## src/rtl/sdiv_frontend_if.sv

```systemverilog
// sdiv_frontend_if: bundles the operand handshake, the divider-side signals and
// the result handshake of the signed-division front end.
//   slave  : view used by sdiv_frontend
//   master : view used by whatever drives operands, models the divider and
//            consumes results
// Signals:
//   in_valid/in_ready/in_a/in_b          operand pair handshake (signed)
//   div_start/div_A/div_B                start pulse and magnitudes to divider
//   div_D/div_R/div_ok/div_err           divider results and status
//   out_valid/out_ready/out_q/out_r/out_code  signed result handshake
interface sdiv_frontend_if #(
  parameter int W = 32
);
  logic         in_valid;
  logic         in_ready;
  logic [W-1:0] in_a;
  logic [W-1:0] in_b;
  logic         div_start;
  logic [W-1:0] div_A;
  logic [W-1:0] div_B;
  logic [W-1:0] div_D;
  logic [W-1:0] div_R;
  logic         div_ok;
  logic         div_err;
  logic         out_valid;
  logic         out_ready;
  logic [W-1:0] out_q;
  logic [W-1:0] out_r;
  logic [1:0]   out_code;

  modport slave (
    input  in_valid, in_a, in_b, div_D, div_R, div_ok, div_err, out_ready,
    output in_ready, div_start, div_A, div_B, out_valid, out_q, out_r, out_code
  );

  modport master (
    output in_valid, in_a, in_b, div_D, div_R, div_ok, div_err, out_ready,
    input  in_ready, div_start, div_A, div_B, out_valid, out_q, out_r, out_code
  );
endinterface

```

## src/rtl/sdiv_frontend.sv

```systemverilog
// sdiv_frontend: signed front end for a W/W unsigned divider. Accepts a signed
// operand pair, filters divide-by-zero and the single overflowing case
// locally, otherwise issues magnitudes to the divider, waits for its result
// and sign-corrects quotient (truncating toward zero) and remainder (sign of
// dividend). A hung divider is aborted after TIMEOUT cycles.
// Ports:
//   clk    rising-edge clock
//   reset  synchronous, active-high
//   bus    sdiv_frontend_if slave view (operands, divider, results)
// out_code: 00 ok, 01 divide-by-zero, 10 timeout/divider error, 11 overflow
//
// state  | meaning
// IDLE   | ready for an operand pair
// ISSUE  | div_start pulse, magnitudes on div_A/div_B
// ARM    | waiting for the divider to drop its previous div_ok
// BUSY   | waiting for div_ok / div_err
// RESP   | result held on out_* until out_ready
module sdiv_frontend #(
  parameter int W       = 32,
  parameter int TIMEOUT = 96
) (
  input logic            clk,
  input logic            reset,
  sdiv_frontend_if.slave bus
);
  typedef enum logic [2:0] {S_IDLE, S_ISSUE, S_ARM, S_BUSY, S_RESP} state_t;

  localparam int            CW       = $clog2(TIMEOUT + 1);
  localparam logic [CW-1:0] CNT_LAST = CW'(TIMEOUT - 1);
  localparam logic [W-1:0]  MIN_NEG  = {1'b1, {(W-1){1'b0}}};

  state_t         state_q, state_d;
  logic           in_ready_q, in_ready_d;
  logic           div_start_q, div_start_d;
  logic           out_valid_q, out_valid_d;
  logic [W-1:0]   div_a_q, div_a_d;
  logic [W-1:0]   div_b_q, div_b_d;
  logic           quot_neg_q, quot_neg_d;
  logic           rem_neg_q, rem_neg_d;
  logic [W-1:0]   res_q_q, res_q_d;
  logic [W-1:0]   res_r_q, res_r_d;
  logic [1:0]     code_q, code_d;
  logic [CW-1:0]  cnt_q, cnt_d;

  always_comb begin
    state_d    = state_q;
    div_a_d    = div_a_q;
    div_b_d    = div_b_q;
    quot_neg_d = quot_neg_q;
    rem_neg_d  = rem_neg_q;
    res_q_d    = res_q_q;
    res_r_d    = res_r_q;
    code_d     = code_q;
    cnt_d      = '0;

    case (state_q)
      S_IDLE: begin
        // in_ready_q gates acceptance so nothing is taken in the cycle
        // straight after reset.
        if (in_ready_q && bus.in_valid) begin
          quot_neg_d = bus.in_a[W-1] ^ bus.in_b[W-1];
          rem_neg_d  = bus.in_a[W-1];
          if (bus.in_b == '0) begin
            res_q_d = '1;
            res_r_d = bus.in_a;
            code_d  = 2'b01;
            state_d = S_RESP;
          end else if (bus.in_a == MIN_NEG && bus.in_b == '1) begin
            res_q_d = MIN_NEG;
            res_r_d = '0;
            code_d  = 2'b11;
            state_d = S_RESP;
          end else begin
            // -MIN_NEG wraps to MIN_NEG, which is the correct unsigned magnitude.
            div_a_d = bus.in_a[W-1] ? -bus.in_a : bus.in_a;
            div_b_d = bus.in_b[W-1] ? -bus.in_b : bus.in_b;
            state_d = S_ISSUE;
          end
        end
      end
      S_ISSUE: state_d = S_ARM;
      S_ARM, S_BUSY: begin
        cnt_d = cnt_q + 1'b1;
        if (bus.div_err || (cnt_q == CNT_LAST &&
                            !(state_q == S_BUSY && bus.div_ok))) begin
          res_q_d = '0;
          res_r_d = '0;
          code_d  = 2'b10;
          state_d = S_RESP;
        end else if (state_q == S_ARM) begin
          if (!bus.div_ok) state_d = S_BUSY;
        end else if (bus.div_ok) begin
          res_q_d = quot_neg_q ? -bus.div_D : bus.div_D;
          res_r_d = rem_neg_q ? -bus.div_R : bus.div_R;
          code_d  = 2'b00;
          state_d = S_RESP;
        end
      end
      S_RESP: if (bus.out_ready) state_d = S_IDLE;
      default: state_d = S_IDLE;
    endcase

    in_ready_d  = (state_d == S_IDLE);
    div_start_d = (state_d == S_ISSUE);
    out_valid_d = (state_d == S_RESP);
  end

  always_ff @(posedge clk) begin
    if (reset) begin
      state_q     <= S_IDLE;
      in_ready_q  <= 1'b0;
      div_start_q <= 1'b0;
      out_valid_q <= 1'b0;
      div_a_q     <= '0;
      div_b_q     <= '0;
      quot_neg_q  <= 1'b0;
      rem_neg_q   <= 1'b0;
      res_q_q     <= '0;
      res_r_q     <= '0;
      code_q      <= 2'b00;
      cnt_q       <= '0;
    end else begin
      state_q     <= state_d;
      in_ready_q  <= in_ready_d;
      div_start_q <= div_start_d;
      out_valid_q <= out_valid_d;
      div_a_q     <= div_a_d;
      div_b_q     <= div_b_d;
      quot_neg_q  <= quot_neg_d;
      rem_neg_q   <= rem_neg_d;
      res_q_q     <= res_q_d;
      res_r_q     <= res_r_d;
      code_q      <= code_d;
      cnt_q       <= cnt_d;
    end
  end

  assign bus.in_ready  = in_ready_q;
  assign bus.div_start = div_start_q;
  assign bus.div_A     = div_a_q;
  assign bus.div_B     = div_b_q;
  assign bus.out_valid = out_valid_q;
  assign bus.out_q     = res_q_q;
  assign bus.out_r     = res_r_q;
  assign bus.out_code  = code_q;
endmodule

```

## src/flat_wrapper.sv

```systemverilog
// flat-port wrapper written by rule: the top's interface ports become plain ports
module sdiv_frontend_flat 
#(
  parameter int W       = 32,
  parameter int TIMEOUT = 96
)
  (clk, reset, bus_in_valid, bus_in_a, bus_in_b, bus_div_D, bus_div_R, bus_div_ok, bus_div_err, bus_out_ready, bus_in_ready, bus_div_start, bus_div_A, bus_div_B, bus_out_valid, bus_out_q, bus_out_r, bus_out_code);
  sdiv_frontend_if #(.W(W)) bus_i ();
  input logic clk;
  input logic reset;
  input wire logic [$bits(bus_i.in_valid)-1:0] bus_in_valid;
  input wire logic [$bits(bus_i.in_a)-1:0] bus_in_a;
  input wire logic [$bits(bus_i.in_b)-1:0] bus_in_b;
  input wire logic [$bits(bus_i.div_D)-1:0] bus_div_D;
  input wire logic [$bits(bus_i.div_R)-1:0] bus_div_R;
  input wire logic [$bits(bus_i.div_ok)-1:0] bus_div_ok;
  input wire logic [$bits(bus_i.div_err)-1:0] bus_div_err;
  input wire logic [$bits(bus_i.out_ready)-1:0] bus_out_ready;
  output wire logic [$bits(bus_i.in_ready)-1:0] bus_in_ready;
  output wire logic [$bits(bus_i.div_start)-1:0] bus_div_start;
  output wire logic [$bits(bus_i.div_A)-1:0] bus_div_A;
  output wire logic [$bits(bus_i.div_B)-1:0] bus_div_B;
  output wire logic [$bits(bus_i.out_valid)-1:0] bus_out_valid;
  output wire logic [$bits(bus_i.out_q)-1:0] bus_out_q;
  output wire logic [$bits(bus_i.out_r)-1:0] bus_out_r;
  output wire logic [$bits(bus_i.out_code)-1:0] bus_out_code;
  assign bus_i.in_valid = bus_in_valid;
  assign bus_i.in_a = bus_in_a;
  assign bus_i.in_b = bus_in_b;
  assign bus_i.div_D = bus_div_D;
  assign bus_i.div_R = bus_div_R;
  assign bus_i.div_ok = bus_div_ok;
  assign bus_i.div_err = bus_div_err;
  assign bus_i.out_ready = bus_out_ready;
  assign bus_in_ready = bus_i.in_ready;
  assign bus_div_start = bus_i.div_start;
  assign bus_div_A = bus_i.div_A;
  assign bus_div_B = bus_i.div_B;
  assign bus_out_valid = bus_i.out_valid;
  assign bus_out_q = bus_i.out_q;
  assign bus_out_r = bus_i.out_r;
  assign bus_out_code = bus_i.out_code;
  sdiv_frontend #(.W(W), .TIMEOUT(TIMEOUT)) u_core (.clk(clk), .reset(reset), .bus(bus_i));
endmodule
```

## config.mk

```make
export PLATFORM = sky130hd
export DESIGN_NAME = sdiv_frontend_flat
export DESIGN_NICKNAME = d
export VERILOG_FILES = /design/src/rtl/sdiv_frontend_if.sv /design/src/rtl/sdiv_frontend.sv /design/src/flat_wrapper.sv
export SDC_FILE = /design/constraint.sdc
export NUM_CORES = 1
export LEC_CHECK = 0
export CAP_MARGIN = 10
export CORE_AREA = 2 2 131 133
export CTS_BUF_LIST = sky130_fd_sc_hd__clkbuf_8
export CTS_CLUSTER_SIZE = 16
export DETAILED_ROUTE_END_ITERATION = 10
export DIE_AREA = 0 0 133 135
export PLACE_DENSITY = 0.87
export SYNTH_ARGS = -nofsm -noshare
export SYNTH_HDL_FRONTEND = slang
export SYNTH_SLANG_ARGS = --single-unit
export TNS_END_PERCENT = 30
```

## constraint.sdc

```tcl
create_clock -name clk -period 5.8 [get_ports clk]
set_input_delay 1.16 -clock clk [delete_from_list [all_inputs] [get_ports clk]]
set_output_delay 1.16 -clock clk [all_outputs]
set_load 0.02 [all_outputs]
```

Word level (Yosys, flattened, before mapping)
Cells that the tools add are included.
Word-level totals
  register bits after elaboration: 145
  output and inout bits: 133
  input port bits: 134
Cells by class
  add/sub/neg operators: 5
  reductions and logical operators: 15
  mux-type cells: 34
  bitwise logic cells: 4
  eq/ne operators: 13
Operator list (count)
  32-bit 2-to-1 mux: 16
  32-bit negation: 4
  32-bit case mux with 2 select lines: 2
  32-bit == test, second input constant: 2
  32-bit zero test: 1
  3-bit 2-to-1 mux: 8
  2-bit 2-to-1 mux: 6
  3-bit case mux with 4 select lines: 1
  7-bit by 1-bit adder with 7-bit output, second input constant: 1
  7-bit == test, second input constant: 1
  3-bit by 1-bit == test with 1-bit output, second input constant: 2
  3-bit by 2-bit == test with 1-bit output, second input constant: 2
  3-bit == test, second input constant: 2
  3-bit zero test: 2
  3-bit by 2-bit inequality test with 1-bit output, second input constant: 2
  5-bit AND reduction: 1
  1-bit logical AND: 4
  2-bit case mux with 2 select lines: 1
  4-bit AND reduction: 1
  2-bit OR reduction: 2
  3-bit by 1-bit inequality test with 1-bit output, second input constant: 1
  1-bit NOT: 3
  2-bit by 1-bit inequality test with 1-bit output, second input constant: 1
  2-bit AND reduction: 1
  other kinds (4): 4

Depth between registers and ports, before layout
Gate-level depths: netlist of run 1.
  depth in word-level cells: 8
  depth in mapped cells: 12
  mapped depth without buffers: 9

Worst setup path before layout of run 1
OpenSTA, ideal clock, no wires.
  kind: input -> register
  start: input bus_in_a[2]
  end: register u_core.res_q_q[20], in the netlist u_core.bus.out_q[20]
  setup time: 0.145 ns
  arrival: 3.342 ns
  buffers on the path: 3
  slack: 2.314 ns
  data required time: 5.655 ns
  stages: 9
  cells stage by stage: buf_2 > or4_4 > or4_1 > nor3_2 > nand4_1 > a31oi_2 > buf_4 > buf_2 > a211oi_1
Between the ends
  longest elaborated chain between the ends: 4
Ends and longest elaborated chain
  start: declaration: line flat_wrapper.sv:12  | input wire logic [$bits(bus_i.in_a)-1:0] bus_in_a;
  32-bit == test: line sdiv_frontend.sv:68  | end else if (bus.in_a == MIN_NEG && bus.in_b == '1) begin
  1-bit logical AND: line sdiv_frontend.sv:68
  3-bit by 1-bit inequality test with 1-bit output (no source line)
  5-bit AND reduction (no source line)
  end signal: assignment: line sdiv_frontend.sv:131  | res_q_q <= res_q_d;
  end: declaration: line sdiv_frontend.sv:40  | logic [W-1:0] res_q_q, res_q_d;
No other way between the ends.
A chain may end at the register's enable or synchronous reset.

Final worst setup path of run 1
  start: input bus_in_b[7]
  end: register u_core.div_a_q[15], in the netlist u_core.bus.div_A[15]
Between the ends
  longest elaborated chain between the ends: 4
Ends and longest elaborated chain
  start: declaration: line flat_wrapper.sv:13  | input wire logic [$bits(bus_i.in_b)-1:0] bus_in_b;
  32-bit == test: line sdiv_frontend.sv:68
  1-bit logical AND: line sdiv_frontend.sv:68
  1-bit NOT (no source line)
  4-bit AND reduction (no source line) (*)
  end signal: assignment: line sdiv_frontend.sv:127  | div_a_q <= div_a_d;
  end: declaration: line sdiv_frontend.sv:36  | logic [W-1:0] div_a_q, div_a_d;
Mark *: on every way between the ends. The rest lies on a longest branch, timed or not.

==> run summary, run 1 <==
Fill cells in the final layout number 1,265. The TritonCTS buffer count came out at 17. The number of storage elements in the synthesis netlist came out at 145. The required time of the worst setup path came out at 6.17 ns. The clock transition time at the flip-flop clock pins of the worst setup and hold paths came out at 0.08 ns.

The arrival time at the worst endpoint is 4.64 ns. Routability-driven placement finished with a final weighted congestion of 0.896. The count of maximum capacitance violations came out at 0. The synthesized netlist cell count is 1,026. The number of hold-slack violations in the final timing report came to 0. The number of different library cells in the post-synthesis netlist came out at 42. The largest single stage delay on the critical path is 0.70 ns. The maximum clock path buffer count is 2.

The fraction of registers with async set/reset is 0%. For this configuration, the core starts out at a cell density of 51.1%. The wire length of the first global-routing pass is 41,900 um. The maximum number of pins on one net before global-route repair is 131. The worst vdd rail ir drop came out at 0.146 mV. The synthesized design contains 0 enable-type register cells. Net switching is 30.5% of the power. The actual transition at the worst max-transition pin is 1.06 ns. The initial antenna violation count came out at 0. By startpoint and endpoint, the worst setup path is classified as in -> reg. The fraction of final layout cells sized beyond drive strength 1 is 7.64%. The total via count after detailed routing is 8,493. The internal power component came out at 0.00188 W. The final-stage net count is 1,385.

The total power density per cell area came out at 236 mW/mm^2. 0 antenna diodes ended up in the layout. On the critical path the largest part of the delay comes from simple AND/OR/NAND/NOR gates. The period utilization came out at 73.5%. In this run the tightest slew margin relative to its limit is 29.3%. Global routing used 29.3% of the available tracks across all layers. The register area share after synthesis came out at 34.6%.

The synthesized net count came out at 1,166. The vertical die dimension came out at 135 um. The master cell of the clock root buffer is clkbuf_8. The routed wire length is 26,800 um. The area added between synthesis and finish is 37.2%. The count of buffering cells on the critical path with inverters included came out at 2. Setup violations remaining at the end of the flow were counted as 0. The detailed-route wire length per cell came out at 18.2 um.

Setup total negative slack on the finished layout was measured at 0 ns. The synthesized netlist occupies a cell area of 0.00839 mm^2. The maximum clock frequency came out at 0.235 GHz. The critical path goes through clkdlybuf4s50_1, or4_1, nor4_1, nand4_1, nand3_1, buf_4, nor2_1, nor3_1. The switching power summed over all nets came out at 0.000826 W.

The count of H-tree levels built during CTS came out at 4. The number of placement rows is 47. The total area of multi-input combinational cells came out at 0.00510 mm^2.

The I/O pin count is 267. The fraction of power consumed by the clock network is 32.4%. Combinational logic is responsible for 26.5% of the overall power. The fraction of power consumed by sequential logic came out at 41.1%.

In this run the worst hold path is classified as reg -> reg. For this block, the initial DRC count from the detailed router was 632. The number of nets still failing antenna checks after routing is 0.

The final core area utilization is 70.1%. The first TritonRoute pass finished after 5 iterations. The number of clock sinks is 145. The port buffer count is 266. Setup repair after global routing left no endpoint under its margin. The die span in x came out at 133 um. The hold buffer count at cts came out at 0.

The synthesis warning total came out at 0. The run finished with clean final reports. The area of all sequential standard cells is 0.00290 mm^2. The worst setup path is launched from an input port. The count of unresolved DRC violations after routing is 0. The smallest clock period supported by the final layout is computed as 4.26 ns.

The setup clock skew after layout came out at 0.0166 ns. The core region is 0.0164 mm^2. TritonCTS built the clock tree. The total overflow left after global routing is 0. The most used flip-flop cell after synthesis is dfxtp_1. The post-cts repair resize count came out at 0.

The worst setup path is captured at a register. The count of pins over their slew limit is 0. The total die area is 0.0180 mm^2. The largest fanout of any net on the critical path is 16. The clock insertion delay at the later pin of the skew report is 0.46 ns. The via count of the first global-routing pass is 7,915. The detailed placement HPWL came out at 19,700 um.

The slowest stage of the critical path belongs to the cell nor4_1. The average via count per standard cell is 5.75. In this run the post-CTS setup repair buffer count came out at 0. Summed over all cells, the static leakage comes to 3.57 nW. The average cell area after synthesis is 8.18 um^2.
cell usage in the layout, fill, tap and decap left out, types with 17 or more instances in the layout:
cell,netlist,layout
xnor2_1,74,74
nor2_1,200,199
a211oi_1,56,56
nand4_1,17,17
clkdlybuf4s50_1,0,265
nand2_1,45,45
o21ai_0,37,37
dfxtp_1,145,145
clkbuf_8,0,19
o41ai_1,26,26
a21oi_1,47,47
nor3_1,39,39
o31ai_1,35,35
a22oi_1,20,20
inv_1,14,17
a211oi_2,44,44
xor2_1,50,50
logic make-up after synthesis:
logic type	share of synthesized area [%]
XOR/XNOR	12.9
buffers and inverters	4.88
AO/OA/AOI/OAI	24.6
AND/OR/NAND/NOR	21.3
adder cells (fa/ha/maj)	0.895
multiplexers	0.716
flip-flops	34.6
power groups by stage:
| stage | clock network, W | logic (W) | registers, W |
|---|---|---|---|
| global route | 0.000932 | 0.000772 | 0.00112 |
| floorplan | 0 | 0.000314 | 0.00120 |
| CTS | 0.000884 | 0.000718 | 0.00111 |
| finish | 0.000879 | 0.000719 | 0.00111 |
| detailed placement | 0 | 0.000714 | 0.00113 |
| global placement | 0 | 0.000700 | 0.00113 |
final timing paths:
kind                                       end  slack (ns)                              from  cells past startpoint
min           u_core.bus.div_A[0]$_SDFFE_PP0P_        0.47  u_core.bus.div_A[0]$_SDFFE_PP0P_                      2
max          u_core.bus.div_A[15]$_SDFFE_PP0P_        1.54                       bus_in_b[7]                      8
max reg2reg  u_core.bus.div_B[31]$_SDFFE_PP0P_        2.91      u_core.state_q[1]$_SDFF_PP0_                      5
min reg2reg   u_core.bus.div_A[0]$_SDFFE_PP0P_        0.47  u_core.bus.div_A[0]$_SDFFE_PP0P_                      2
final cells by class:
cell class                 count  share of cell area [%]
inverter                      14                   0.457
sequential                   145                    25.2
multi-input combinational    793                    44.4
tap                          220                    2.39
timing repair buffer         274                    23.9
clock buffer                  19                    2.27
clock inverter                12                    1.45
Yosys cell counts, types with 13 or more instances:
master / instances / area (um^2)
nand2_1: 45 / 169
clkbuf_1: 49 / 184
a21oi_1: 47 / 235
inv_1: 14 / 52.6
o31ai_1: 35 / 263
dfxtp_1: 145 / 2900
a211oi_2: 44 / 551
nor2_1: 200 / 751
xor2_1: 50 / 438
nor3_1: 39 / 195
o41ai_1: 26 / 228
or4_1: 13 / 97.6
a211oi_1: 56 / 420
a22oi_1: 20 / 150
nor4_1: 16 / 100
o21ai_0: 37 / 185
nand4_1: 17 / 106
xnor2_1: 74 / 648
nand3_1: 16 / 80.1
through the flow:
step / power (W) / std cells / hold WS (ns) / cell area [um^2] / setup slack, ns
4_1_cts: 0.00271 / 1477 / 0.480 / 11500 / 1.62
3_3_place_gp: 0.00183 / 1446 / 0.440 / 11100 / 1.18
5_1_grt: 0.00282 / 1477 / 0.492 / 11500 / 1.35
3_5_place_dp: 0.00185 / 1446 / 0.461 / 11100 / 1.16
2_1_floorplan: 0.00152 / 1026 / 0.430 / 8390 / 2.31
6_report: 0.00271 / 1477 / 0.472 / 11500 / 1.54
tightest hold or removal path, cell delays in order (launching register included):
cell	delay [ns]
dfxtp_1	0.32
nand2_1	0.05
a21oi_1	0.06
sequential cells by signal, summed over array words and instances (netlist names):
name,flops
u_core.quot_neg_q,1
u_core.bus.div_start,1
u_core.bus.out_r,32
u_core.state_q,3
u_core.bus.div_A,32
u_core.bus.out_valid,1
u_core.cnt_q,7
u_core.rem_neg_q,1
u_core.bus.out_q,32
u_core.bus.out_code,2
u_core.bus.div_B,32
u_core.bus.in_ready,1
routing by layer:
metal	up-vias	track usage, %	wire, um
li1	4145	-	-
met1	3932	34.4	10900
met2	351	49.7	12700
met3	65	9.12	2320
met4	0	12.4	873
met5	-	0	0
Note: power is estimated with default switching activity, not from simulation.
==> run 2: changes to the inputs <==
- CORE_AREA: 2 2 131 133 -> 2 2 142 144
- DIE_AREA: 0 0 133 135 -> 0 0 144 146
- PLACE_DENSITY: 0.87 -> 0.78
- clock period: 5.8 -> 3.65 ns (I/O delays scaled with it)
==> run 2 against run 1 <==
Non-clock buffer count rose by 66. Clock skew down 0.00083 ns. Worst hold slack got worse by 0.0068 ns. Via count increased by 3.0%. Clock power increased by 37%. Sequential share of layout area fell by 1.2 points. Critical endpoint is now u_core.bus.out_q[30]$_SDFFE_PP0P_.
==> run summary, run 2 (synthesis results as in run 1) <==
The I/O pin count came out at 267 (unchanged). The post-cts repair resize count is 0 (unchanged). The first-pass iteration count of the detailed router came out at 7 (was 5). The starting density of the core came out at 43.4% (was 51.1%). The count of routing violations after the opening detailed-route iteration came out at 525 (was 632). The initial antenna violation count is 1 (was 0). The number of hold-slack violations in the final timing report came out at 0 (unchanged). The cell area reported after detailed placement was 0.0117 mm^2 (was 0.0111 mm^2). The count of unresolved DRC violations after routing is 0 (unchanged). The total power density per cell area is 345 mW/mm^2 (was 236 mW/mm^2). The category of the worst setup path capture point is a register (unchanged). The internal power component came out at 0.00278 W (was 0.00188 W). Outcome: complete, no violations (unchanged). Unrepaired setup endpoints after global routing: no (unchanged). The final weighted congestion in routability-driven placement is 0.922 (was 0.896). The most common cell after layout, fill and taps aside is clkdlybuf4s50_1 (unchanged). The fraction of power consumed by the clock network is 28.8% (was 32.4%). The count of H-tree levels built during CTS came out at 4 (unchanged). The summed negative setup slack over all endpoints was 0 ns (unchanged). The final design instance area without fill is 0.0121 mm^2 (was 0.0115 mm^2). The total die area was 0.0210 mm^2 (was 0.0180 mm^2).

Top library cells by usage in the layout, fill and taps aside: clkdlybuf4s50_1 (265), nor2_1 (199), dfxtp_1 (145) (unchanged). The detailed-route wire length per cell is 17.8 um (was 18.2 um). The startpoint kind of the worst setup timing path is an input port (unchanged). The maximum clock path buffer count came out at 2 (unchanged). The final number of setup-violating endpoints is 0 (unchanged).

The actual transition at the worst max-transition pin came to 1.11 ns (was 1.06 ns). The area added between synthesis and finish came out at 44.2% (was 37.2%). The leftover overflow at the end of global routing is 0 (unchanged). The total power consumption of the routed design was 0.00418 W (was 0.00271 W). The via count of the first global-routing pass came to 8,393 (was 7,915).

The count of pins over their slew limit is 0 (unchanged). The average via count per standard cell came to 5.50 (was 5.75). The clock transition time at the flip-flop clock pins of the worst setup and hold paths is 0.09 ns (was 0.08 ns).

The TritonCTS buffer count was 17 (unchanged). The combinational power share is 28.9% (was 26.5%). The hold buffer count at cts came out at 0 (unchanged). The buffers inserted during post-CTS setup optimization came out at 0 (unchanged). The die span in x was 144 um (was 133 um). The switching power summed over all nets came out at 0.00140 W (was 0.000826 W). The port buffer count is 266 (unchanged). The count of maximum capacitance violations came out at 0 (unchanged). The wire length of the first global-routing pass came out at 44,400 um (was 41,900 um). In the finished design, the share of the clock period the worst path needs comes to 90.9%. The setup clock skew after layout came out at 0.0158 ns (was 0.0166 ns).

The worst vdd rail ir drop came out at 0.194 mV (was 0.146 mV). The number of nets still failing antenna checks after routing was 0 (unchanged). The switching share of total power is 33.5% (was 30.5%).

The master cell of the clock root buffer is clkbuf_8 (unchanged). The largest fanout of any net on the critical path came to 50 (was 16). The critical setup path kind is in -> reg (unchanged). The clock tree from TritonCTS is built (unchanged). The area of the core came out at 0.0193 mm^2 (was 0.0164 mm^2).

The routed wire length is 28,300 um (was 26,800 um). The path category of the worst min-delay check was reg -> reg (unchanged). The minimum period implied by the final worst setup slack came out at 3.32 ns.

The total routing resource utilization after global routing is 26.5% (was 29.3%). The clock insertion delay at the later pin of the skew report is 0.46 ns (about the same). The total via count after detailed routing came out at 8,747 (was 8,493).

The fraction of power consumed by sequential logic came out at 42.4% (was 41.1%). The vertical die dimension came to 146 um (was 135 um). The hold slack came out at 0.465 ns (was 0.472 ns). The arrival time at the worst endpoint came to 3.69 ns (was 4.64 ns). The number of placement rows came to 51 (was 47). The number of fill cells was 1,709 (was 1,265). Based on the critical path, the design can be clocked at up to 0.301 GHz. The number of clock sinks is 145 (unchanged). The maximum number of pins on one net before global-route repair came out at 51 (was 131). The leakage power is 3.87 nW (was 3.57 nW). The number of diodes added for antenna fixing is 0 (unchanged). The fraction of final layout cells sized beyond drive strength 1 came to 12.5% (was 7.64%). The detailed placement HPWL is 21,800 um (was 19,700 um).

The worst max-slew margin expressed relative to the limit came out at 25.7% (was 29.3%). The final-stage net count was 1,451 (was 1,385). The required time of the worst setup path was 4.02 ns (was 6.17 ns).
## run 2: metal layers
metal | up-vias | track usage, % | wire length (um)
met4 | 2 | 9.41 | 670
met5 | - | 0 | 13
li1 | 4284 | - | -
met1 | 4060 | 34.5 | 12000
met2 | 351 | 43.6 | 13500
met3 | 50 | 5.23 | 2100
## run 2: through the flow
step,util (%),cells,setup slack [ns]
2_1_floorplan,-,1026,0.594
3_3_place_gp,60.7,1557,-0.0470
3_5_place_dp,60.7,1557,-0.126
4_1_cts,62.6,1589,0.340
5_1_grt,62.6,1589,0.124
6_report,62.6,1589,0.332
## run 2: power by group through the flow
stage	registers (W)	logic, W	clock network [W]
detailed placement	0.00181	0.00120	0
finish	0.00177	0.00121	0.00120
global placement	0.00180	0.00119	0
floorplan	0.00191	0.000499	0
global route	0.00178	0.00130	0.00129
CTS	0.00177	0.00121	0.00122
## run 2: worst max-delay path, cell delays in order
cell and delay, ns:
clkdlybuf4s50_1 0.47, or4_4 0.59, or4_1 0.50, nor3_2 0.18
nand4_1 0.22, a31oi_4 0.38, buf_12 0.28, nor2_1 0.08
a211oi_2 0.22
## run 2: area by class of cell
cell class              instances  area [um^2]  share of cell area (%)
multi-input cells             793         5100                    42.2
repair buffers                340         3340                    27.6
flip-flops and latches        145         2900                    24.0
well taps                     265          332                    2.74
clock buffers                  18          248                    2.05
clock inverters                14          121                    1.00
inverters                      14         52.6                   0.434
## run 2: worst paths after layout
| path | from | end | slack (ns) | cells past startpoint |
|---|---|---|---|---|
| worst max-delay path | bus_in_a[3] | u_core.bus.out_q[30]$_SDFFE_PP0P_ | 0.33 | 9 |
| worst min-delay path | u_core.bus.div_B[31]$_SDFFE_PP0P_ | u_core.bus.div_B[31]$_SDFFE_PP0P_ | 0.47 | 2 |
| worst max register to register | u_core.state_q[1]$_SDFF_PP0_ | u_core.bus.out_q[30]$_SDFFE_PP0P_ | 1.10 | 7 |
| worst min register to register | u_core.bus.div_B[31]$_SDFFE_PP0P_ | u_core.bus.div_B[31]$_SDFFE_PP0P_ | 0.47 | 2 |
==> run 3: changes to the inputs <==
- CAP_MARGIN: 10 -> unset
- CORE_AREA: 2 2 142 144 -> 2 2 199 103
- DIE_AREA: 0 0 144 146 -> 0 0 201 105
- PLACE_DENSITY: 0.78 -> 0.79
==> run 3 against run 2 <==
Total power up 6.2%. Clock power increased by 23%. Register-to-register slack better by 0.13 ns. Global-route usage barely moved. Design area fell by 0.37%. Clock-buffer cell count fell by 1. Sequential cell count stayed put. Sequential share of layout area increased by 0.090 points. Largest cell class unchanged. Worst setup slack gained 0.040 ns. Fmax is 1.2% higher.
==> run summary, run 3 (synthesis results as in run 1) <==
The starting density of the core was 43.6% (was 43.4%). The fraction of final layout cells sized beyond drive strength 1 is 11.4% (was 12.5%). The arrival time at the worst endpoint was 3.64 ns (was 3.69 ns).

The TritonCTS buffer count came to 17 (unchanged). The count of unresolved DRC violations after routing is 0 (unchanged). The minimum period implied by the final worst setup slack is 3.28 ns (was 3.32 ns).

The detailed-route wire length per cell is 17.9 um (was 17.8 um). The total via count after detailed routing is 8,753 (was 8,747). The number of diodes added for antenna fixing is 0 (unchanged). The count of pins over their slew limit is 0 (unchanged). The layer carrying the most global-route usage was met2 (unchanged).

The total routing resource utilization after global routing is 26.5% (about the same). The post-cts repair resize count is 0 (unchanged). The wire length of the first global-routing pass is 45,000 um (was 44,400 um). The path category of the worst min-delay check is reg -> reg (unchanged). Outcome: complete, no violations (unchanged). Top library cells by usage in the layout, fill and taps aside: clkdlybuf4s50_1 (265), nor2_1 (199), dfxtp_1 (145) (unchanged).

The initial antenna violation count came out at 0 (was 1). The end point of the most critical hold path is u_core.bus.div_A[31]$_SDFFE_PP0P_ (was u_core.bus.div_B[31]$_SDFFE_PP0P_). The worst max-slew margin expressed relative to the limit came out at 25.9% (was 25.7%).

The area of the core is 0.0192 mm^2 (was 0.0193 mm^2). The number of placed cells counting well taps is 1,543 (was 1,557). The most common cell after layout, fill and taps aside is clkdlybuf4s50_1 (unchanged). The maximum clock frequency is 0.305 GHz (was 0.301 GHz).

The hold buffer count at cts was 0 (unchanged). The buffers inserted during post-CTS setup optimization came out at 0 (unchanged). The detailed placement HPWL is 21,500 um (was 21,800 um). The count of routing violations after the opening detailed-route iteration is 627 (was 525). The largest fanout of any net on the critical path is 21 (was 50). The cell depth of the worst min-delay path came out at 2 (unchanged). The met2 demand-to-capacity share in global routing came out at 44.1% (was 43.6%). The leftover overflow at the end of global routing is 0 (unchanged). The clock insertion delay at the later pin of the skew report is 0.46 ns (about the same). The vertical die dimension came out at 105 um (was 146 um). The total area of multi-input combinational cells is 0.00510 mm^2 (unchanged).

The area added between synthesis and finish came to 43.7% (was 44.2%). The post-route worst setup slack came out at 0.372 ns (was 0.332 ns). The final number of setup-violating endpoints is 0 (unchanged). The required time of the worst setup path is 4.01 ns (was 4.02 ns).

The number of nets still failing antenna checks after routing is 0 (unchanged). The final weighted congestion in routability-driven placement came out at 0.915 (was 0.922). The clock tree from TritonCTS is built (unchanged). The period utilization is 89.8% (was 90.9%).

Unrepaired setup endpoints after global routing: no (unchanged). The final-stage net count came out at 1,436 (was 1,451). The reg-to-reg setup timing slack is 1.23 ns (was 1.10 ns). The number of cells on the worst reg-to-reg path came out at 7 (unchanged).

The first-pass iteration count of the detailed router came out at 5 (was 7). The master cell of the clock root buffer is clkbuf_8 (unchanged). The clock transition time at the flip-flop clock pins of the worst setup and hold paths is 0.08 ns (was 0.09 ns). The worst slack at placement is -0.0572 ns (was -0.126 ns).

The maximum clock path buffer count is 2 (unchanged). The number of hold-slack violations in the final timing report is 0 (unchanged). The number of clock sinks is 145 (unchanged). The post-route non-filler standard cell count came out at 1,574 (was 1,589). The total power consumption of the routed design is 0.00444 W (was 0.00418 W). The via count of the first global-routing pass came out at 8,572 (was 8,393). The number of placement rows came out at 36 (was 51). The category of the worst setup path capture point is a register (unchanged). The actual transition at the worst max-transition pin came to 1.11 ns (about the same). The startpoint of the most critical hold path is u_core.bus.div_A[31]$_SDFFE_PP0P_ (was u_core.bus.div_B[31]$_SDFFE_PP0P_). The count of H-tree levels built during CTS came to 4 (unchanged). The met1 track utilization from global routing is 34.2% (was 34.5%).

The critical setup path kind is in -> reg (unchanged). The average via count per standard cell came out at 5.56 (was 5.50). The maximum number of pins on one net before global-route repair came out at 63 (was 51).

The setup clock skew after layout is 0.0174 ns (was 0.0158 ns). The routed wire length was 28,100 um (was 28,300 um). The worst vdd rail ir drop is 0.240 mV (was 0.194 mV). The capture instance of the worst register-to-register path is u_core.bus.out_r[8]$_SDFFE_PP0P_ (was u_core.bus.out_q[30]$_SDFFE_PP0P_). The count of maximum capacitance violations is 0 (unchanged). The die span in x came out at 201 um (was 144 um).

The startpoint of the lowest-slack register-to-register path is u_core.cnt_q[0]$_SDFF_PP0_ (was u_core.state_q[1]$_SDFF_PP0_). The area of all sequential standard cells is 0.00290 mm^2 (unchanged). The total power density per cell area came out at 368 mW/mm^2 (was 345 mW/mm^2). The I/O pin count came out at 267 (unchanged).

The number of fill cells is 1,618 (was 1,709). The startpoint kind of the worst setup timing path is an input port (unchanged). The met3 usage is 4.59% (was 5.23%).

The leakage power came out at 3.85 nW (was 3.87 nW). The total die area is 0.0211 mm^2 (was 0.0210 mm^2). The port buffer count is 266 (unchanged).
==> run 3: cell types whose count changed in the layout (fill, tap and decap cells not counted), sizes merged <==
cell / change
buf: -15
bufinv: +5
clkinvlp: -3
inv: -2
clkbuf: -1
==> run 3: worst max-delay path by stage <==
stage                      start                           endpoint  slack, ns  cells past startpoint
CTS                  bus_in_b[1]  u_core.bus.out_q[15]$_SDFFE_PP0P_       0.38                     12
detailed placement   bus_in_b[1]  u_core.bus.out_r[30]$_SDFFE_PP0P_      -0.06                     12
finish               bus_in_b[1]  u_core.bus.out_q[15]$_SDFFE_PP0P_       0.37                     12
floorplan            bus_in_a[2]  u_core.bus.out_q[20]$_SDFFE_PP0P_       0.59                      9
global route        bus_div_D[9]  u_core.bus.out_q[31]$_SDFFE_PP0P_       0.20                      9
global placement     bus_in_b[1]  u_core.bus.out_r[13]$_SDFFE_PP0P_     -0.008                     12
==> run 3: routing by layer <==
layer / share of wire, % / vias up
li1: - / 4250
met1: 44 / 4168
met2: 48 / 289
met3: 5.5 / 46
met4: 2.4 / 0
met5: 0 / -
==> run 3: critical path, stage by stage <==
cell             delay, ns
clkdlybuf4s50_1       0.55
ha_1                  0.18
nand4_1               0.07
or4_1                 0.56
nor3_1                0.27
buf_4                 0.17
nand4_1               0.18
a31oi_4               0.27
buf_12                0.20
buf_12                0.17
nor2_1                0.05
a211oi_1              0.23
==> run 3: power by group <==
part	total [W]	switching (W)	internal, W
Sequential	0.00177	0.0000807	0.00169
Combinational	0.00119	0.000619	0.000572
Clock	0.00147	0.000664	0.000811
Total	0.00444	0.00136	0.00307
==> run 3: cell type report <==
type	count	share of cell area, %
inverters	14	0.436
multi-input cells	793	42.3
repair buffers	325	26.7
flip-flops and latches	145	24.1
clock buffers	17	1.94
well taps	266	2.76
clock inverters	14	1.77
==> run 3: stage by stage <==
stage	TNS [ns]	hold slack, ns	util [%]	cell area, um^2
global placement	-0.0319	0.443	60.4	11600
CTS	0	0.469	62.7	12100
global route	0	0.490	62.7	12100
detailed placement	-0.488	0.451	60.4	11600
floorplan	0	0.430	-	8390
finish	0	0.464	62.7	12100
